--- src/rtl/ir_queue.sv ---
// Instruction register queue: circular buffer of DEPTH {word, pc} entries with head-entry field decode.
// Latency: a word pushed at edge N reaches the head at edge N when the queue was empty; there is no bypass.
// Backpressure: in_ready = (count < DEPTH), computed from registered state only; flush drops everything.
//
// Ports:
//   clk, rst_n          : clock; asynchronous active-low reset
//   flush               : discard all entries (synchronous, highest priority)
//   in_valid/in_ready   : fetch handshake with in_word and in_pc
//   out_valid/out_ready : consumer handshake; out_ready pops the head
//   count               : current occupancy
//   head_pc, opcode..   : head PC and decoded instruction fields (zero when empty)
module ir_queue #(
  parameter int DEPTH    = 4,
  parameter int PC_WIDTH = 16,
  parameter int CNT_W    = $clog2(DEPTH) + 1
) (
  input  logic                clk,
  input  logic                rst_n,
  input  logic                flush,
  input  logic                in_valid,
  input  logic [15:0]         in_word,
  input  logic [PC_WIDTH-1:0] in_pc,
  output logic                in_ready,
  output logic                out_valid,
  input  logic                out_ready,
  output logic [CNT_W-1:0]    count,
  output logic [PC_WIDTH-1:0] head_pc,
  output logic [3:0]          opcode,
  output logic [2:0]          dest,
  output logic [2:0]          src1,
  output logic [2:0]          src2,
  output logic [5:0]          offset6,
  output logic [8:0]          offset9,
  output logic [3:0]          imm4,
  output logic [4:0]          imm5,
  output logic [10:0]         imm11,
  output logic                sr2mux_sel,
  output logic                jsr_operation,
  output logic [1:0]          shf_operation,
  output logic [7:0]          trapvect8
);

  localparam int PTR_W = $clog2(DEPTH);
  localparam logic [CNT_W-1:0] DEPTH_C = CNT_W'(DEPTH);
  localparam logic [CNT_W-1:0] CNT_ONE = CNT_W'(1);
  localparam logic [PTR_W-1:0] PTR_ONE = PTR_W'(1);

  typedef struct packed {
    logic [15:0]         word;
    logic [PC_WIDTH-1:0] pc;
  } entry_t;

  entry_t           mem_q [DEPTH];
  entry_t           head;
  logic [PTR_W-1:0] rd_ptr_q, rd_ptr_d;
  logic [PTR_W-1:0] wr_ptr_q, wr_ptr_d;
  logic [CNT_W-1:0] count_q, count_d;
  logic             push, pop;

  // Both handshakes depend only on count_q, so out_ready never reaches in_ready.
  assign in_ready  = (count_q < DEPTH_C);
  assign out_valid = (count_q != '0);
  assign count     = count_q;

  // Flush wins over both handshakes; a push in the flush cycle is dropped.
  assign push = in_valid && in_ready && !flush;
  assign pop  = out_valid && out_ready && !flush;

  always_comb begin
    rd_ptr_d = rd_ptr_q;
    wr_ptr_d = wr_ptr_q;
    count_d  = count_q;
    if (flush) begin
      rd_ptr_d = '0;
      wr_ptr_d = '0;
      count_d  = '0;
    end else begin
      if (push) wr_ptr_d = wr_ptr_q + PTR_ONE;
      if (pop)  rd_ptr_d = rd_ptr_q + PTR_ONE;
      case ({push, pop})
        2'b10:   count_d = count_q + CNT_ONE;
        2'b01:   count_d = count_q - CNT_ONE;
        default: count_d = count_q;
      endcase
    end
  end

  always_ff @(posedge clk or negedge rst_n) begin
    if (!rst_n) begin
      rd_ptr_q <= '0;
      wr_ptr_q <= '0;
      count_q  <= '0;
    end else begin
      rd_ptr_q <= rd_ptr_d;
      wr_ptr_q <= wr_ptr_d;
      count_q  <= count_d;
    end
  end

  // Entry storage carries no reset: contents are only observed while counted as valid.
  always_ff @(posedge clk) begin
    if (push) begin
      mem_q[wr_ptr_q] <= {in_word, in_pc};
    end
  end

  // Empty queue presents all-zero fields: opcode 0 is BR with nzp = 0, i.e. a no-op.
  always_comb begin
    head = '0;
    if (out_valid) head = mem_q[rd_ptr_q];
  end

  assign head_pc       = head.pc;
  assign opcode        = head.word[15:12];
  assign dest          = head.word[11:9];
  assign src1          = head.word[8:6];
  assign src2          = head.word[2:0];
  assign offset6       = head.word[5:0];
  assign offset9       = head.word[8:0];
  assign imm4          = head.word[3:0];
  assign imm5          = head.word[4:0];
  assign imm11         = head.word[10:0];
  assign sr2mux_sel    = head.word[5];
  assign jsr_operation = head.word[11];
  assign shf_operation = head.word[5:4];
  assign trapvect8     = head.word[7:0];

endmodule

--- config.mk ---
export PLATFORM = sky130hd
export DESIGN_NAME = ir_queue
export DESIGN_NICKNAME = d
export VERILOG_FILES = /design/src/rtl/ir_queue.sv
export SDC_FILE = /design/constraint.sdc
export NUM_CORES = 1
export LEC_CHECK = 0
export CAP_MARGIN = 20
export CORE_AREA = 2 2 106 108
export DETAILED_ROUTE_END_ITERATION = 16
export DIE_AREA = 0 0 108 110
export PLACE_DENSITY = 0.83
export SKIP_CTS_REPAIR_TIMING = 1
export SYNTH_ARGS = -nofsm -noshare
export SYNTH_HDL_FRONTEND = slang
export SYNTH_SLANG_ARGS = --single-unit
--- constraint.sdc ---
create_clock -name clk -period 4.7 [get_ports clk]
set_clock_uncertainty 0.15 [all_clocks]
set_input_delay 1.41 -clock clk [delete_from_list [all_inputs] [get_ports clk]]
set_output_delay 1.41 -clock clk [all_outputs]
set_load 0.01 [all_outputs]
Word-level counts from Yosys, hierarchy flattened. Memories as Yosys holds them, arrays and structs flattened. Cells that the tools add are included.

Memories kept: 1. Bits in read-only memories: 0. Logic and storage cells: 29. Latch bits: 0. Bits of input ports: 37. Memory bits (writable): 128. Flip-flop bits (word level): 7. Output and inout port bits: 81.

Add/sub/neg operators: 4. $mul: 0. Magnitude comparators: 1. Shifts and indexed selects: 0. Reductions and logical operators: 9. Bitwise operators: 0. Divide/modulo/power cells: 0. Equality and inequality tests: 2. Mux-type cells: 9.

Memories: mem_q (words 4, width 32, read ports 1, clocked after Yosys merged registers in 0, wr ports 1, RTL line 53) `entry_t mem_q [DEPTH];`.

Operators with widths (count): $mux W32 (1); $mux W2 (4); $pmux W3 S2 (1); $reduce_bool A3 Y1 (2); $add A2 B1 Y2 const B (2); $logic_and A1 B1 Y1 (4); $reduce_bool A2 Y1 (2); $add A3 B1 Y3 const B (1); $lt A3 B3 Y1 const B (1); $mux W3 (1); $sub A3 B1 Y3 const B (1); $eq A2 B1 Y1 const B (1); $eq A2 B2 Y1 const B (1); $mux W1 (2); $logic_not A1 Y1 (1).

Longest topological paths before layout. Gate-level depths: netlist of run 1.

Depth after elaboration: 6. Mapped depth: 10. Gate-level depth less buffers: 8.

Worst setup path before layout of run 1. Ideal clock, no wire load.

Path kind: reg2out. From: register count_q[0], in the netlist count[0]. To: output port imm4[0]. Cell stages (with the launch flop): 7. Arrival time: 1612 ps. Slack: 1528 ps. Cell sequence: dfrtp_1 clkbuf_2 or3_1 buf_4 clkbuf_2 and2_1 buf_4.

Cells in the longest elaborated chain, start to end: 2.

Ends and longest elaborated chain: from (decl) (RTL line 57) `logic [CNT_W-1:0] count_q, count_d;`; from (signal assigned) (RTL line 96) `count_q <= count_d;`; $reduce_bool A3 Y1 (RTL line 62) `assign out_valid = (count_q != '0);`; $mux W32 (RTL line 110) `if (out_valid) head = mem_q[rd_ptr_q];`; to (decl) (RTL line 34) `output logic [3:0] imm4,`.

Every way passes these cells.

Worst setup path after layout of run 1.
From: register count_q[0], in the netlist count[0]. To: output port offset6[3].

Cells in the longest elaborated chain, start to end: 2.

Ends and longest elaborated chain: $reduce_bool A3 Y1 (RTL line 62); $mux W32 (RTL line 110); to (decl) (RTL line 32) `output logic [5:0] offset6,`.

Every way passes these cells.

==> results by group, run 1 <==
Worst setup path
  • Crit path DAT: 2.62 ns
  • Worst-path maximum fanout: 22
  • Kind of start point of the critical path: register
  • Crit Path Class: register to output port
  • Reg2reg path depth: 9
  • R2r startpoint: count[0]$_DFFE_PN0P_
  • Required @ worst endpoint: 3.14 ns
  • CP Capture Type: output port
  • Worst Setup SP: count[0]$_DFFE_PN0P_

Route
  • DR iter-0 viols: 157
  • Detailed-route via count: 2893
  • DRC Markers: 0
  • DR pass1 iterations: 4
  • Total wire length: 10.1 mm
  • Drt wl/cell: 18.5 um
  • Post-DRT Antenna Nets: 0
  • Vias per std cell: 5.32

Run status
  • Outcome: completed

Clock network
  • Clk_lat worst skew: 0.51 ns
  • CTS tree: built
  • Root Driver: clkbuf_8
  • Clock tree sinks: 135
  • Max Root-Sink Buffers: 2
  • TritonCTS buffer count: 17
  • CTS H-tree lvls: 4
  • CTS clock-pin slew for the worst setup and hold paths: 0.06 ns

Yosys
  • Post-synth cell types: 32
  • Warnings from Yosys: 0
  • Yosys reg bits: 135
  • Syn Inst Count: 309
  • Post-synthesis cell area: 5750 um2
  • Seq/Total Area, Yosys: 69.9%
  • Syn_nets: 351
  • Synthesized area per cell: 18.6 um2

Placement
  • Post-DP HPWL: 5.98 mm
  • Routability Congestion: 0.721
  • I/O Buffers: 117

STA
  • Finish-stage setup viols: 0
  • Unrepaired setup endpoints after global routing: false
  • Slew Limit Fails: 0
  • Worst-Margin Slew: 0.892 ns
  • Fin crit share: 89.0%
  • Final hold vios: 0
  • Min Tclk post-route: 4.18 ns
  • Setup TNS Final: 0 ns
  • F_max: 239 MHz
  • Slew headroom: 40.5%

GRT
  • Largest net degree at the start of global routing: 36
  • Number of global-route vias before repair: 2912
  • Initial antenna violation count: 0
  • GRT overflow: 0
  • Global Route Usage Sum: 18.3%
  • First-pass GRT wire length: 15.6 mm

Cells and area
  • Most common cell after layout, fill and taps aside: edfxtp_1
  • Nets: 433
  • Layout cells sized above 1: 17.8%
  • Most frequent cells in the layout: edfxtp_1, clkdlybuf4s50_1, and2_1, mux4_2, clkbuf_16
  • Antenna Diode Count: 0
  • Fillers: 678
  • Layout area overhead: 26.4%

Floorplanning
  • Die Y: 110 um
  • Die area: 11900 um2
  • Initial core utilization: 53.7%
  • Placeable Area: 10700 um2
  • Row Count: 38
  • Top Ports: 118
  • Die Wd: 108 um

Flow run
  • Max-cap violations: 0

Pwr
  • Leak: 2.41 nW
  • PwrDens: 449 nW/um2
  • Total Power: 3.27 mW
  • Worst vdd ir: 293 uV

Hold path
  • HP Class: register to register
  • Hold Crit Start: wr_ptr_q[1]$_DFFE_PN0P_
  • Hold Path Stages: 2
power breakdown:
| group | leakage [nW] | internal [mW] | switching (mW) | total (mW) |
|---|---|---|---|---|
| combinational | 0.872 | 0.362 | 0.261 | 0.623 |
| clock | 0.282 | 0.799 | 0.465 | 1.26 |
| sequential | 1.25 | 1.36 | 0.0223 | 1.38 |
per-stage QoR:
stage	instances	util, %	hold slack (ns)	worst slack [ns]	cell area, um2
finish	544	67.9	0.443	0.519	7270
CTS	543	67.7	0.451	0.190	7240
global route	544	67.9	0.478	0.340	7270
global placement	511	62.3	0.404	0.830	6670
detailed placement	511	62.3	0.430	0.739	6670
floorplan	309	-	0.389	1.53	5750
logic make-up after synthesis:
family                     count (synthesis)  synth area share (%)
AOI/OAI and AO/OA                         12                  1.15
xor gates and xnor gates                   4                 0.610
adders and majority gates                  5                  1.22
buffers and inverters                     62                  8.29
DFF                                      135                  69.9
muxes                                     33                  13.0
and+or+nand+nor                           58                  5.83
synth_stat cells:
| master | count | share of area (%) |
|---|---|---|
| edfxtp_1 | 128 | 67 |
| buf_4 | 46 | 6.0 |
| and2_1 | 35 | 3.8 |
| mux4_2 | 28 | 11 |
| dfrtp_1 | 7 | 3.0 |
| nand2_1 | 7 | 0.46 |
| a21oi_1 | 5 | 0.44 |
| nor2_1 | 5 | 0.33 |
| o21ai_0 | 5 | 0.44 |
| buf_2 | 4 | 0.35 |
| ha_1 | 4 | 0.87 |
| mux4_1 | 4 | 1.8 |
| buf_12 | 3 | 1.0 |
| inv_1 | 3 | 0.20 |
| xor2_1 | 3 | 0.46 |
| buf_6 | 2 | 0.39 |
| clkbuf_1 | 2 | 0.13 |
| clkbuf_2 | 2 | 0.17 |
| nand2b_1 | 2 | 0.22 |
| nand3_1 | 2 | 0.17 |
| a21o_1 | 1 | 0.13 |
| a221oi_1 | 1 | 0.15 |
| and2_4 | 1 | 0.15 |
| fa_1 | 1 | 0.35 |
| mux2i_1 | 1 | 0.17 |
| nand2_2 | 1 | 0.11 |
| nand3_2 | 1 | 0.17 |
| nor2b_1 | 1 | 0.11 |
| nor3_1 | 1 | 0.087 |
| nor4_1 | 1 | 0.11 |
| or3_1 | 1 | 0.11 |
| xnor2_1 | 1 | 0.15 |
critical path: stages, from the launching register on:
cell	delay, ns
dfrtp_1	0.48
or3_1	0.64
buf_16	0.27
and2_1	0.20
clkdlybuf4s50_1	0.51
final timing paths:
path	end	slack (ns)
worst max-delay path	offset6[3]	0.52
worst min-delay path	wr_ptr_q[1]$_DFFE_PN0P_	0.44
worst max register to register	count[2]$_DFFE_PN0P_	1.90
worst min register to register	wr_ptr_q[1]$_DFFE_PN0P_	0.44
max in group asynchronous	rd_ptr_q[0]$_DFFE_PN0P_	3.08
min in group asynchronous	count[1]$_DFFE_PN0P_	1.03
state kept, by name, indices dropped and copies added (netlist names):
name      count
wr_ptr_q      2
count         3
rd_ptr_q      2
mem_q       128
final cells by class:
class	instances	area, um2	area share, %
clock buffer	17	414	5.70
clock inverter	15	160	2.20
inverter	3	11.3	0.155
multi-input combinational	112	1260	17.3
sequential	135	4020	55.3
tap	140	175	2.41
timing repair buffer	122	1230	16.9
routing by layer:
metal	up-vias	part of all wire, %	global-route usage [%]
li1	1309	-	-
met1	1466	40	21.7
met2	105	53	31.9
met3	13	4.9	4.59
met4	0	1.8	8.06
met5	-	0	0
Power figures use the tool's default switching activity.
==> run 2, diff against run 1 <==
Settings changed: CORE_AREA 2 2 106 108 to 2 2 110 112, DIE_AREA 0 0 108 110 to 0 0 112 114, PLACE_DENSITY 0.83 to 0.78, SLEW_MARGIN from default to 5.
Clock period 4.7 ns to 3.9 ns, I/O delays scaled along.
==> run 2 against run 1 <==
  * First-iteration DRC count is 28% higher
  * Core utilization is 4.8 points lower
  * Non-clock buffer count is 8 higher
  * Count of clock-buffer cells in the layout stayed put
  * Combinational power is 21% higher
  * Critical path type unchanged
==> results by group, run 2 (same netlist as run 1, synthesis figures left out) <==
Floorplanning
  • Row Count: 40 (was 38)
  • Placeable Area: 11700 um2 (was 10700 um2)
  • Initial core utilization: 49.1% (was 53.7%)
  • Top Ports: 118 (unchanged)
  • Die Wd: 112 um (was 108 um)
  • Die area: 12800 um2 (was 11900 um2)
  • Die Y: 114 um (was 110 um)

Run status
  • Outcome: completed (unchanged)

STA
  • Fin crit share: 96.5%
  • Slew Limit Fails: 0 (unchanged)
  • Unrepaired setup endpoints after global routing: false (unchanged)
  • Worst-Margin Slew: 0.461 ns (was 0.892 ns)
  • Setup TNS Final: 0 ns (unchanged)
  • Final hold slack: 0.434 ns (was 0.443 ns)
  • F_max: 266 MHz
  • Final hold vios: 0 (unchanged)
  • Min Tclk post-route: 3.76 ns
  • Slew headroom: 69.2% (was 40.5%)
  • Finish-stage setup viols: 0 (unchanged)

Route
  • DRC Markers: 0 (unchanged)
  • Drt wl/cell: 18.5 um (about the same)
  • Total wire length: 10.4 mm (was 10.1 mm)
  • Post-DRT Antenna Nets: 0 (unchanged)
  • Detailed-route via count: 2924 (was 2893)
  • DR iter-0 viols: 201 (was 157)
  • Vias per std cell: 5.23 (was 5.32)
  • DR pass1 iterations: 4 (unchanged)

Clock network
  • TritonCTS buffer count: 17 (unchanged)
  • Root Driver: clkbuf_16 (was clkbuf_8)
  • CTS tree: built (unchanged)
  • Clock tree sinks: 135 (unchanged)
  • Clk_lat worst skew: 0.40 ns (was 0.51 ns)
  • Max Root-Sink Buffers: 2 (unchanged)
  • CTS clock-pin slew for the worst setup and hold paths: 0.06 ns (about the same)
  • CTS H-tree lvls: 4 (unchanged)

GRT
  • Global Route Usage Sum: 17.3% (was 18.3%)
  • Initial antenna violation count: 0 (unchanged)
  • First-pass GRT wire length: 16.5 mm (was 15.6 mm)
  • Largest net degree at the start of global routing: 25 (was 36)
  • GRT overflow: 0 (unchanged)
  • Number of global-route vias before repair: 3018 (was 2912)

Cells and area
  • Multi-input logic area: 1260 um2 (about the same)
  • Largest register FFs: 128 (unchanged)
  • Most common cell after layout, fill and taps aside: edfxtp_1 (unchanged)
  • Fillers: 838 (was 678)
  • Antenna Diode Count: 0 (unchanged)
  • Post-route cell area: 7390 um2 (was 7270 um2)
  • Storage cell area: 4020 um2 (about the same)
  • Nets: 441 (was 433)
  • Layout cells sized above 1: 19.7% (was 17.8%)
  • Reg with most FFs: mem_q (unchanged)
  • Most frequent cells in the layout: edfxtp_1, clkdlybuf4s50_1, and2_1, mux4_2, clkbuf_16 (unchanged)
  • Layout area overhead: 28.6% (was 26.4%)

Worst setup path
  • Kind of start point of the critical path: register (unchanged)
  • Worst-path maximum fanout: 18 (was 22)
  • Flop-to-flop setup slack: 1.30 ns (was 1.90 ns)
  • Required @ worst endpoint: 2.58 ns (was 3.14 ns)
  • Crit path DAT: 2.44 ns (was 2.62 ns)
  • CP Capture Type: output port (unchanged)
  • Crit Path Class: register to output port (unchanged)

Placement
  • I/O Buffers: 117 (unchanged)
  • Post-DP Area: 6780 um2 (was 6670 um2)
  • Post-DP HPWL: 6.84 mm (was 5.98 mm)
  • Routability Congestion: 0.713 (was 0.721)

Flow run
  • Max-cap violations: 0 (unchanged)

Pwr
  • Total Power: 4.01 mW (was 3.27 mW)
  • Worst vdd ir: 323 uV (was 293 uV)
  • PwrDens: 543 nW/um2 (was 449 nW/um2)
  • Leak: 2.46 nW (was 2.41 nW)

Hold path
  • HP Class: register to register (unchanged)
run 2: final cells by class:
type / count / share of cell area [%]
Multi-Input combinational cell: 112 / 17.1
Tap cell: 147 / 2.49
Clock inverter: 15 / 2.42
Timing Repair Buffer: 130 / 17.7
Sequential cell: 135 / 54.4
Inverter: 3 / 0.152
Clock buffer: 17 / 5.75
run 2: worst paths after layout:
check                                           to  depth (start not counted)                    start
setup / recovery                        head_pc[1]                          4  rd_ptr_q[0]$_DFFE_PN0P_
hold / removal             wr_ptr_q[1]$_DFFE_PN0P_                          2  wr_ptr_q[1]$_DFFE_PN0P_
setup reg to reg              count[2]$_DFFE_PN0P_                          9     count[0]$_DFFE_PN0P_
hold reg to reg            wr_ptr_q[1]$_DFFE_PN0P_                          2  wr_ptr_q[1]$_DFFE_PN0P_
max in group asynchronous  rd_ptr_q[0]$_DFFE_PN0P_                          1                    rst_n
min in group asynchronous     count[2]$_DFFE_PN0P_                          1                    rst_n
run 2: metrics by stage:
stage	std cells	worst slack, ns	utilization (%)
6_report	559	0.136	63.1
5_1_grt	559	0.0131	63.1
4_1_cts	559	-0.00855	63.1
3_5_place_dp	527	0.413	57.9
3_3_place_gp	527	0.480	57.9
2_1_floorplan	309	0.968	-
run 2: worst max-delay path, stage by stage (launching register included):
cell and delay (ns):
dfrtp_4 0.55, buf_12 0.22, mux4_1 0.60, and2_1 0.18, clkdlybuf4s50_1 0.47
run 2: where the power goes:
group / switching [mW] / leakage (nW) / internal, mW
registers: 0.0279 / 1.25 / 1.64
logic: 0.316 / 0.915 / 0.438
clock network: 0.588 / 0.289 / 1.01
run 2: routing by layer:
metal,wire [um],track usage (%)
met2,5340,29.8
met1,4190,21.0
met4,126,5.20
met3,713,5.84
met5,0,0
